<file path="src/rtl/phase_shift_processor.sv">
// Per-PLL dynamic phase-shift sequencer: on a request addressed to this PLL it
// issues exactly N phasestep pulses, pacing each one on the PLL phasedone handshake.
module phase_shift_processor #(
  parameter int PLL_ID          = 0,
  parameter int MIN_STEP_CYCLES = 2
) (
  input  logic       i_clk,
  input  logic       i_rst_n,
  input  logic [7:0] i_periods_to_process,
  input  logic       i_phasedone,
  input  logic       i_ready,
  input  logic       i_pll_to_update,
  output logic       o_phasestep,
  output logic [2:0] o_current_state
);

  localparam int            HW        = (MIN_STEP_CYCLES > 1) ? $clog2(MIN_STEP_CYCLES) : 1;
  localparam logic [HW-1:0] HOLD_LAST = HW'(MIN_STEP_CYCLES - 1);
  localparam logic          PLL_SEL   = PLL_ID[0];

  typedef enum logic [2:0] {
    IDLE      = 3'd0,
    LOAD      = 3'd1,
    STEP      = 3'd2,
    WAIT_LOW  = 3'd3,
    WAIT_HIGH = 3'd4,
    DONE      = 3'd5
  } state_e;

  state_e        state_q, state_d;
  logic [7:0]    cnt_q, cnt_d;
  logic [HW-1:0] hold_q, hold_d;
  logic          ready_q;
  logic          step_q, step_d;
  logic          start;

  // Only a fresh rising edge seen while idle starts a run; nothing is queued.
  assign start = (state_q == IDLE) && i_ready && !ready_q && (i_pll_to_update == PLL_SEL);

  always_ff @(posedge i_clk or negedge i_rst_n) begin
    if (!i_rst_n) begin
      state_q <= IDLE;
      cnt_q   <= '0;
      hold_q  <= '0;
      ready_q <= 1'b0;
      step_q  <= 1'b0;
    end else begin
      state_q <= state_d;
      cnt_q   <= cnt_d;
      hold_q  <= hold_d;
      ready_q <= i_ready;
      step_q  <= step_d;
    end
  end

  always_comb begin
    state_d = state_q;
    cnt_d   = cnt_q;
    hold_d  = '0;
    case (state_q)
      IDLE: if (start) state_d = LOAD;
      LOAD: begin
        cnt_d   = i_periods_to_process;
        state_d = (i_periods_to_process == 8'd0) ? DONE : STEP;
      end
      STEP: begin
        if (hold_q == HOLD_LAST) state_d = WAIT_LOW;
        else                     hold_d  = hold_q + HW'(1);
      end
      WAIT_LOW: if (!i_phasedone) state_d = WAIT_HIGH;
      WAIT_HIGH: begin
        if (i_phasedone) begin
          cnt_d   = cnt_q - 8'd1;
          state_d = (cnt_q == 8'd1) ? DONE : STEP;
        end
      end
      DONE:    state_d = IDLE;
      default: state_d = IDLE;
    endcase
  end

  // phasestep is registered off the next state so it tracks STEP/WAIT_LOW exactly.
  always_comb begin
    step_d = (state_d == STEP) || (state_d == WAIT_LOW);
  end

  assign o_phasestep     = step_q;
  assign o_current_state = state_q;

endmodule

</file>
<file path="config.mk">
export PLATFORM = sky130hd
export DESIGN_NAME = phase_shift_processor
export DESIGN_NICKNAME = d
export VERILOG_FILES = /design/src/rtl/phase_shift_processor.sv
export SDC_FILE = /design/constraint.sdc
export NUM_CORES = 1
export LEC_CHECK = 0
export ABC_AREA = 1
export BUFFER_PORTS_ARGS = -buffer_cell sky130_fd_sc_hd__buf_2
export CORE_UTILIZATION = 51
export CTS_CLUSTER_DIAMETER = 200
export DETAILED_ROUTE_END_ITERATION = 8
export PLACE_DENSITY = 0.75
export SLEW_MARGIN = 25
export SYNTH_ARGS = -nofsm -noshare
export SYNTH_HDL_FRONTEND = slang
export SYNTH_SLANG_ARGS = --single-unit
</file>
<file path="constraint.sdc">
create_clock -name i_clk -period 2.6 [get_ports i_clk]
set_input_delay 0.26 -clock i_clk [delete_from_list [all_inputs] [get_ports i_clk]]
set_output_delay 0.26 -clock i_clk [all_outputs]
set_load 0.005 [all_outputs]
</file>
## Yosys cells after proc, flatten, opt, wreduce, memory -nomap -nowiden

Index checks and enable logic that the tools add are counted.

| cells by class | value |
|---|---|
| add/subtract/negate cells | 2 |
| equal/unequal tests | 8 |
| multiplexer cells | 11 |
| bitwise logic cells | 1 |
| reductions and logical operators | 9 |

Operators with widths:

| kind | number |
|---|---|
| $mux 3 | 6 |
| $pmux 8 s2 | 1 |
| $pmux 3 s5 | 1 |
| $eq 3x2->1 const B | 4 |
| $eq 8x1->1 const B | 1 |
| $logic_not 8->1 | 1 |
| $mux 8 | 1 |
| $sub 8x1->8 const B | 1 |
| $eq 3x1->1 const B | 1 |
| $eq 3x3->1 const B | 1 |
| $logic_and 1x1->1 | 3 |
| $logic_not 3->1 | 1 |
| $mux 1 | 2 |
| $ne 2x2->1 const B | 1 |
| $reduce_and 2->1 | 1 |
| $reduce_bool 2->1 | 1 |
| $add 1x1->1 const B | 1 |
| $logic_not 1->1 | 1 |
| $logic_or 1x1->1 | 1 |
| $not 1->1 | 1 |

| word-level totals | value |
|---|---|
| bits in registers | 14 |

## Depth between registers and ports, before layout

Gate-level depths: netlist of run 1.

| depth | value |
|---|---|
| depth after elaboration | 8 |
| mapped depth | 9 |
| depth with buffers taken out | 9 |

## Worst setup path before layout of run 1

No wires, ideal clock.

| path | value |
|---|---|
| path type | register -> register |
| from | reg state_q[0] (netlist: o_current_state[0]) |
| to | reg cnt_q[6] |
| arrival time | 1047 ps |
| required time | 2484 ps |
| setup slack | 1437 ps |
| cell stages (with the launch flop) | 10 |
| path buffers | 1 |
| path through | dfrtp_1 inv_2 nand2_4 nor2_8 nand2_4 nand2_4 buf_8 nand2_1 nand2_1 nand2_1 |

| on the way | value |
|---|---|
| longest elaborated chain between the ends | 3 |
| elaborated cells between the ends (all ways) | 6 |
| those cells by class | eq/ne (3); mux (1); reduce/logical (2) |

RTL lines:

| element | line | text |
|---|---|---|
| from (decl) | 30 | `state_e state_q, state_d;` |
| from (signal assigned) | 48 | `state_q <= state_d;` |
| $eq 3x3->1 or $eq 3x1->1 (tied branches) | 60 | `case (state_q)` |
| $ne 2x2->1 (no source line) or $reduce_bool 2->1 (tied branches) | n/a |  |
| $reduce_and 2->1 (no source line) | n/a |  |
| to (signal assigned) | 49 | `cnt_q <= cnt_d;` |
| to (decl) | 31 | `logic [7:0] cnt_q, cnt_d;` |

Several ways; a longest one is shown, not always the timed one.
A chain may end at the register's enable or synchronous reset.

## Worst setup path in the final report of run 1

| path | value |
|---|---|
| from | reg state_q[0] (netlist: o_current_state[0]) |
| to | reg cnt_q[2] |

The elaborated chain is that of the path after synthesis.

==> impl_metrics.ini, run 1 <==
[power]
p_leak_uw = 0.0006298
worst_ir_drop_vdd_mv = 0.5108
powerDensity_nw_per_um2 = 936.1
finalPower_uw = 1001

[logic_synthesis]
ys_seq_area_frac = 0.3733
avgSynthCellArea_sq_um = 6.900
synth_top_area_frac = 0.3733
syn_nets = 151
synth.distinct_cells = 16
synth_area_sq_um = 938.4
yosysTopAreaCell = dfrtp_1
netlist_top_cells_area = dfrtp_1 (37%), nand2_1 (19%), inv_1 (7.6%), nand3_1 (6.9%), o21ai_0 (5.3%)
ys_ff_latch = 14
yosys_warnings = 0
syn_inst = 136

[detailed_routing]
drt_first_pass_iters = 5
vias = 896
wl_um = 1854
vias_per_cell = 4.978
drtIter0Drc = 32
wl_per_cell_um = 10.30
ant_nets = 0
drc = 0

[cells_and_area]
diodes = 0
fin_area_sq_um = 1070
syn_to_final_growth_pct = 14.00
fin_nets = 171
final_layout_size_suffix_gt1_frac = 0.2000

[clock_tree]
cts.sinks = 14
post-cts-setup-buffer-count = 0
cts_htree_levels = 1
cts_root_buffer = clkbuf_4
cts_tree = built
worstSkewPairLatency_ns = 0.29
clk_pin_slew_ns = 0.09
cts_buffer_depth = 2
ctsResizeCount = 0
cts_buffers = 3

[run]
cap_violations = 0

[critical_path]
critPathKind = flop to flop
crit_path_end_kind = flop
critPathRequiredTime_ns = 2.79
cp-start-kind = flop
worstPathArrival_ns = 1.50
cp_max_fo = 14

[sta]
fin_skew_ns = 0.006929
tightest_slew_ns = 0.3081
fin_ws_ns = 1.295
period_minus_slack_ns = 1.305
rsz0062_at_grt = no
finalCritPeriodShare = 0.5018
fmax_mhz = 766.4
hold_violations = 0
fin_tns_setup_ns = 0
drv_slew = 0
setup_viol = 0
worst_slew_margin_rel = 0.7946

[placed_design]
place_area_sq_um = 1023
io_buffers = 16
gp_congestion = 0.8652
post-place-ws_ns = 1.301
hpwl_um = 1436

[die]
initial_core_util = 0.5435
die_area_sq_um = 2016
die_width_um = 44.90
die_h_um = 44.90
core_area_sq_um = 1727
pin_count = 17
num_rows = 15

[grt]
grt_start_max_net_pins = 15
grt_pass1_wl_um = 3249
antenna_found_initial = 0
gr-total-overflow = 0
grt_pass1_vias = 779
grt_util_all_layers = 0.2270

[worst_hold_path]
hold_path.class = input pin to flop

[run_status]
status = finished clean
==> timing repair <==
item | 4_1_cts | 5_1_grt
hold endpoints to repair | 14 | 0
hold buffers | 1 | 0
setup endpoints to repair | 0 | 0
==> report_power, final <==
part           internal, uW  total (uW)  switching (uW)
combinational           159         453             294
clock                  85.3         163            78.1
sequential              309         385            76.2
total                   553        1000             448
==> final timing paths <==
kind	from	end	slack [ns]	depth (start not counted)
worst min register to register	hold_q	hold_q	0.42	1
min in group asynchronous	i_rst_n	cnt_q[0]	0.39	2
worst min-delay path	i_ready	ready_q	0.09	1
worst max register to register	o_current_state[0]	cnt_q[2]	1.30	8
worst max-delay path	o_current_state[0]	cnt_q[2]	1.30	8
max in group asynchronous	i_rst_n	hold_q	1.97	2
==> state kept, by name (all words and copies together), names as in the netlist <==
name and cells:
cnt_q 8, hold_q 1, o_current_state 3, o_phasestep 1
ready_q 1
==> worst max-delay path, stage by stage, from the launching register on <==
cell	delay (ns)
dfrtp_1	0.43
inv_2	0.10
nand2_4	0.07
nor2_8	0.19
nand2_4	0.07
nand2_4	0.13
o21ai_0	0.11
nand2_1	0.06
nand2_1	0.05
==> area by class of cell <==
cell class                 instances  area, sq um
fill                             156        656.9
multi-input combinational         97        475.5
sequential                        14        350.3
timing repair buffer              17        90.09
inverter                          23        86.33
clock buffer                       4        36.28
tap                               25        31.28
==> through the flow <==
stage                     hold slack [ns]  std cells    util
final                             0.09016        180  0.6196
after global routing              0.07912        180  0.6196
after CTS                         0.08659        180  0.6196
after detailed placement           0.1668        175  0.5928
after global placement             0.1630        175  0.5928
after floorplan                  -0.03559        136       -
==> routing by layer <==
layer  wire length [um]  track usage  share of wire  up-vias
li1                   -            -              -      461
met1                878       0.3114           0.47      406
met2                838       0.3471           0.45       23
met3                103      0.04000          0.056        6
met4                 33       0.1091          0.018        0
met5                  0            0              0        -
==> cell usage after synthesis <==
cell type	number
nand3_1	13
nand4_1	1
o21ai_1	3
nor2_1	12
buf_6	1
dfrtp_1	14
nand2_1	47
o21ai_2	2
buf_8	1
nor2_8	1
nor3_1	2
inv_1	19
nand2_4	4
o21ai_0	10
inv_2	4
ha_1	2
==> cell usage in the layout (no fill, tap or decap) <==
master,n
buf_2,16
clkbuf_4,3
clkbuf_8,1
dfrtp_1,14
dlygate4sd3_1,1
ha_1,2
inv_1,19
inv_2,4
nand2_1,47
nand2_4,4
nand3_1,13
nand4_1,1
nor2_1,12
nor2_8,1
nor3_1,2
o21ai_0,10
o21ai_1,3
o21ai_2,2
==> cells by family after synthesis <==
| family | share of synthesized area |
|---|---|
| buffers and inverters | 0.1200 |
| adders and majority gates | 0.02666 |
| DFF | 0.3733 |
| and+or+nand+nor | 0.3920 |
| AOI/OAI and AO/OA | 0.08800 |
Note: power is estimated with default switching activity, not from simulation.
==> inputs of run 2 (changes only) <==
--- a/config.mk
+++ b/config.mk
@@ -7,10 +7,10 @@
 export LEC_CHECK = 0
 export ABC_AREA = 1
 export BUFFER_PORTS_ARGS = -buffer_cell sky130_fd_sc_hd__buf_2
-export CORE_UTILIZATION = 51
+export CORE_UTILIZATION = 48
 export CTS_CLUSTER_DIAMETER = 200
 export DETAILED_ROUTE_END_ITERATION = 8
-export PLACE_DENSITY = 0.75
+export PLACE_DENSITY = 0.74
 export SLEW_MARGIN = 25
 export SYNTH_ARGS = -nofsm -noshare
 export SYNTH_HDL_FRONTEND = slang
==> constraint.sdc (replaced) <==
create_clock -name i_clk -period 1.11 [get_ports i_clk]
set_input_delay 0.111 -clock i_clk [delete_from_list [all_inputs] [get_ports i_clk]]
set_output_delay 0.111 -clock i_clk [all_outputs]
set_load 0.005 [all_outputs]
==> run 2 against run 1 <==
Net effect: the flow now finishes with violations (negative setup slack); clock skew about the same; sequential cell count unchanged; design area increased by 17%; global-route usage increased by 3.0 points.
==> impl_metrics.ini, run 2 (synthesis results as in run 1) <==
[placed_design]
hpwl_um = 1658
dp_cells = 189
place_area_sq_um = 1129
gp_congestion = 0.9028
io_buffers = 16
post-place-ws_ns = -0.1332

[power]
worst_ir_drop_vdd_mv = 1.157
p_leak_uw = 0.0007258
finalPower_uw = 2852
p_comb_frac = 0.542
powerDensity_nw_per_um2 = 2270
power.switching_uw = 1277
p_int_uw = 1575
p_clk_frac = 0.138
netSwitchingFraction = 0.4478
seqPwrFrac = 0.320

[cells_and_area]
fin_nets = 189
syn_to_final_growth_pct = 33.87
fill_cells = 144
final_common_cell = nand2_1
fin_cells = 198
largest_register_ffs = 8
top_register = cnt_q
fin_area_sq_um = 1256
layout_common_cells = nand2_1 (43), buf_2 (16), buf_4 (16)
diodes = 0
final_layout_size_suffix_gt1_frac = 0.3584
multi_input_area_sq_um = 531.8
register_area_sq_um = 350.3

[sta]
setup_viol = 12
rsz0062_at_grt = yes
drv_slew = 0
worst_slew_margin_rel = 0.7829
fin_ws_ns = -0.1520
fin_skew_ns = 0.006628
fmax_mhz = 792.4
hold_violations = 0
tightest_slew_ns = 0.3257
finalCritPeriodShare = 1.137
period_minus_slack_ns = 1.262

[grt]
grt_pass1_wl_um = 3836
gr-total-overflow = 0
grt_util_all_layers = 0.2565
antenna_found_initial = 0
grt_start_max_net_pins = 15
grt_pass1_vias = 980

[run_status]
violations = negative setup slack
status = finished, violations left

[critical_path]
worstPathArrival_ns = 1.48
regToRegSetupSlack_ns = -0.15
critPathRequiredTime_ns = 1.33
critPathKind = flop to flop
cp_max_fo = 10
cp-start-kind = flop
crit_path_end_kind = flop

[clock_tree]
clk_pin_slew_ns = 0.10
worstSkewPairLatency_ns = 0.29
cts_htree_levels = 1
cts_buffer_depth = 2
cts_buffers = 3
cts.sinks = 14
cts_tree = built
cts_root_buffer = clkbuf_4

[detailed_routing]
vias_per_cell = 4.929
drtIter0Drc = 19
vias = 976
ant_nets = 0
drt_first_pass_iters = 4
wl_per_cell_um = 11.71
wl_um = 2319
drc = 0

[run]
cap_violations = 0

[die]
num_rows = 15
die_h_um = 46.22
die_width_um = 46.22
pin_count = 17
core_area_sq_um = 1783
die_area_sq_um = 2136
initial_core_util = 0.5263

[worst_hold_path]
hold_path.class = input pin to flop
## run 2: power by group through the flow
stage | Clock (uW) | Combinational, uW | Sequential [uW]
final | 394 | 1540 | 913
after global routing | 422 | 1750 | 933
after CTS | 394 | 1470 | 888
after detailed placement | 0 | 1350 | 891
after global placement | 0 | 1320 | 886
after floorplan | 0 | 849 | 882
## run 2: layout make-up
type,count,share of cell area
inverter,23,0.06873
multi-input combinational,98,0.4233
timing repair buffer,34,0.1753
tap,25,0.02490
sequential,14,0.2789
clock buffer,4,0.02888
## run 2: repair_timing
item / 4_1_cts / 5_1_grt
cloned: 1 / 0
pin swaps: 4 / 3
setup endpoints to repair: 12 / 12
buffers inserted: 1 / 1
endpoints found under the hold margin: 15 / 0
gates resized for setup: 11 / 13
hold buffers: 2 / 0
## run 2: through the flow
stage | hold WS (ns) | utilization | setup TNS (ns)
detailed placement | 0.03049 | 0.6330 | -0.9048
CTS | 0.1309 | 0.6870 | -0.7556
global placement | 0.02536 | 0.6330 | -0.6998
floorplan | -0.1846 | - | -0.1050
finish | 0.1289 | 0.7046 | -0.8141
global route | 0.1818 | 0.7046 | -1.939
## run 2: final timing paths
kind	start	end	cells after the start
max	o_current_state[0]	cnt_q[1]	7
min	i_periods_to_process[4]	cnt_q[4]	5
max reg2reg	o_current_state[0]	cnt_q[1]	7
min reg2reg	hold_q	hold_q	1
max in group asynchronous	i_rst_n	o_current_state[1]	2
min in group asynchronous	i_rst_n	cnt_q[0]	2
## run 2: critical path, stage by stage, from the launching register on
cell and delay (ns):
dfrtp_1 0.41, inv_2 0.09, nand2_4 0.07, nor2_8 0.13, inv_2 0.11, o21ai_0 0.22, nand2_1 0.07, o21ai_1 0.09
## run 2: metal layers
metal	vias to the layer above	global-route usage	routed length, um	part of all wire
met3	6	0.04314	64	0.028
met1	457	0.3172	1077	0.46
met2	19	0.4197	1133	0.49
met4	0	0.1412	43	0.019
met5	-	0	0	0
li1	494	-	-	-
==> inputs of run 3 (changes only) <==
--- a/config.mk
+++ b/config.mk
@@ -10,6 +10,7 @@
 export CORE_UTILIZATION = 48
 export CTS_CLUSTER_DIAMETER = 200
 export DETAILED_ROUTE_END_ITERATION = 8
+export GPL_TIMING_DRIVEN = 0
 export PLACE_DENSITY = 0.74
 export SLEW_MARGIN = 25
 export SYNTH_ARGS = -nofsm -noshare
==> run 3 against run 2 <==
Net effect: the flow still finishes with violations (negative setup slack); core utilization is 2.1 points lower; worst hold slack improved by 0.032 ns; clock power decreased by 26%; maximum frequency fell by 0.27%; global-route usage decreased by 3.4 points; wire length decreased by 1.5%; die area stayed put; largest cell class unchanged; highest routed layer unchanged.
==> impl_metrics.ini, run 3 (synthesis results as in run 1) <==
[run_status]
violations = negative setup slack
status = finished, violations left

[cells_and_area]
final_common_cell = nand2_1
register_area_sq_um = 350.3
syn_to_final_growth_pct = 29.87
layout_common_cells = nand2_1 (41), inv_1 (16), buf_2 (16)
fin_area_sq_um = 1219
multi_input_area_sq_um = 546.8
largest_register_ffs = 8
fin_nets = 178
diodes = 0
final_layout_size_suffix_gt1_frac = 0.3292
top_register = cnt_q
fill_cells = 162
fin_cells = 186

[placed_design]
io_buffers = 16
dp_cells = 177
gp_congestion = 0.9547
hpwl_um = 1479
place_area_sq_um = 1050
post-place-ws_ns = -0.1426

[critical_path]
critPathRequiredTime_ns = 1.32
cp_max_fo = 10
critical_path.slowest_cell = dfrtp_1
crit_top_cell = inv_2
crit_buf_inv = 2
worstPathArrival_ns = 1.48
critPathKind = flop to flop
cpPeakStageDelay_ns = 0.42
path_cells = inv_2 > nand2_4 > nor2_8 > inv_2 > o21ai_0 > nand2_1 > o21ai_1
cp_top_family = flip-flops
crit_path_end_kind = flop
regToRegSetupSlack_ns = -0.16
cp-start-kind = flop

[detailed_routing]
ant_nets = 0
vias_per_cell = 4.962
drt_first_pass_iters = 4
drtIter0Drc = 23
vias = 923
wl_per_cell_um = 12.28
wl_um = 2284
drc = 0

[sta]
fin_hold_ws_ns = 0.1611
tightest_slew_ns = 0.3438
fin_skew_ns = 0.003370
finalCritPeriodShare = 1.140
fmax_mhz = 790.2
worst_slew_margin_rel = 0.7708
fin_ws_ns = -0.1555
rsz0062_at_grt = yes
period_minus_slack_ns = 1.265
drv_slew = 0
setup_viol = 12
hold_violations = 0

[power]
finalPower_uw = 2691
p_leak_uw = 0.0006875
p_clk_frac = 0.108
p_int_uw = 1454
powerDensity_nw_per_um2 = 2208
power.switching_uw = 1237
seqPwrFrac = 0.342
worst_ir_drop_vdd_mv = 1.041
p_comb_frac = 0.550
netSwitchingFraction = 0.4597

[clock_tree]
cts.sinks = 14
cts_tree = built
worstSkewPairLatency_ns = 0.28
cts_buffer_depth = 2
cts_buffers = 3
cts_root_buffer = clkbuf_4
clk_pin_slew_ns = 0.08
cts_htree_levels = 1

[die]
initial_core_util = 0.5263
die_h_um = 46.22
core_area_sq_um = 1783
die_width_um = 46.22
num_rows = 15
pin_count = 17
die_area_sq_um = 2136

[grt]
antenna_found_initial = 0
gr-total-overflow = 0
grt_start_max_net_pins = 15
grt_pass1_wl_um = 3291
grt_pass1_vias = 788
grt_util_all_layers = 0.2220

[worst_hold_path]
hold_path.class = input pin to flop

[run]
cap_violations = 0
## run 3: stage by stage
| step | setup TNS, ns | util |
|---|---|---|
| 2_1_floorplan | -0.1050 | - |
| 3_3_place_gp | -0.9854 | 0.5888 |
| 3_5_place_dp | -1.072 | 0.5888 |
| 4_1_cts | -0.6929 | 0.6337 |
| 5_1_grt | -2.277 | 0.6835 |
| 6_report | -1.226 | 0.6835 |
## run 3: worst paths after layout
check / start / endpoint / cells past startpoint
setup / recovery: o_current_state[0] / cnt_q[0] / 7
hold / removal: i_phasedone / o_current_state[1] / 3
setup reg to reg: o_current_state[0] / cnt_q[0] / 7
hold reg to reg: hold_q / hold_q / 1
max in group asynchronous: i_rst_n / cnt_q[6] / 2
min in group asynchronous: i_rst_n / cnt_q[0] / 2
## run 3: power groups by stage
| stage | logic [uW] | clock network, uW | registers, uW |
|---|---|---|---|
| after detailed placement | 1100 | 0 | 911 |
| final | 1480 | 290 | 921 |
| after global placement | 1090 | 0 | 905 |
| after CTS | 1260 | 303 | 890 |
| after global routing | 1640 | 330 | 946 |
| after floorplan | 849 | 0 | 882 |
## run 3: worst register-to-register path, stage by stage, from the launching register on
cell     delay, ns
dfrtp_1       0.42
inv_2         0.10
nand2_4       0.07
nor2_8        0.12
inv_2         0.11
o21ai_0       0.21
nand2_1       0.09
o21ai_1       0.08
## run 3: cell type report
| class | count | area share |
|---|---|---|
| Buffer | 2 | 0.02464 |
| Clock buffer | 3 | 0.01848 |
| Inverter | 23 | 0.07084 |
| Multi-Input combinational cell | 97 | 0.4487 |
| Sequential cell | 14 | 0.2875 |
| Tap cell | 25 | 0.02567 |
| Timing Repair Buffer | 22 | 0.1242 |
## run 3: metal layers
layer | track usage | up-vias | share of wire
li1 | - | 474 | -
met4 | 0.07059 | 0 | 0.0092
met2 | 0.3972 | 16 | 0.52
met1 | 0.2649 | 429 | 0.44
met5 | 0 | - | 0
met3 | 0.03922 | 4 | 0.030
## run 3: repair_timing
action                                  CTS  global route
cloned                                    0             1
hold buffers                              2             0
setup buffers                             3             0
endpoints found under the setup margin   12            13
endpoints found under the hold margin    15             0
gates resized for setup                   9            19
pin swaps                                 1             5
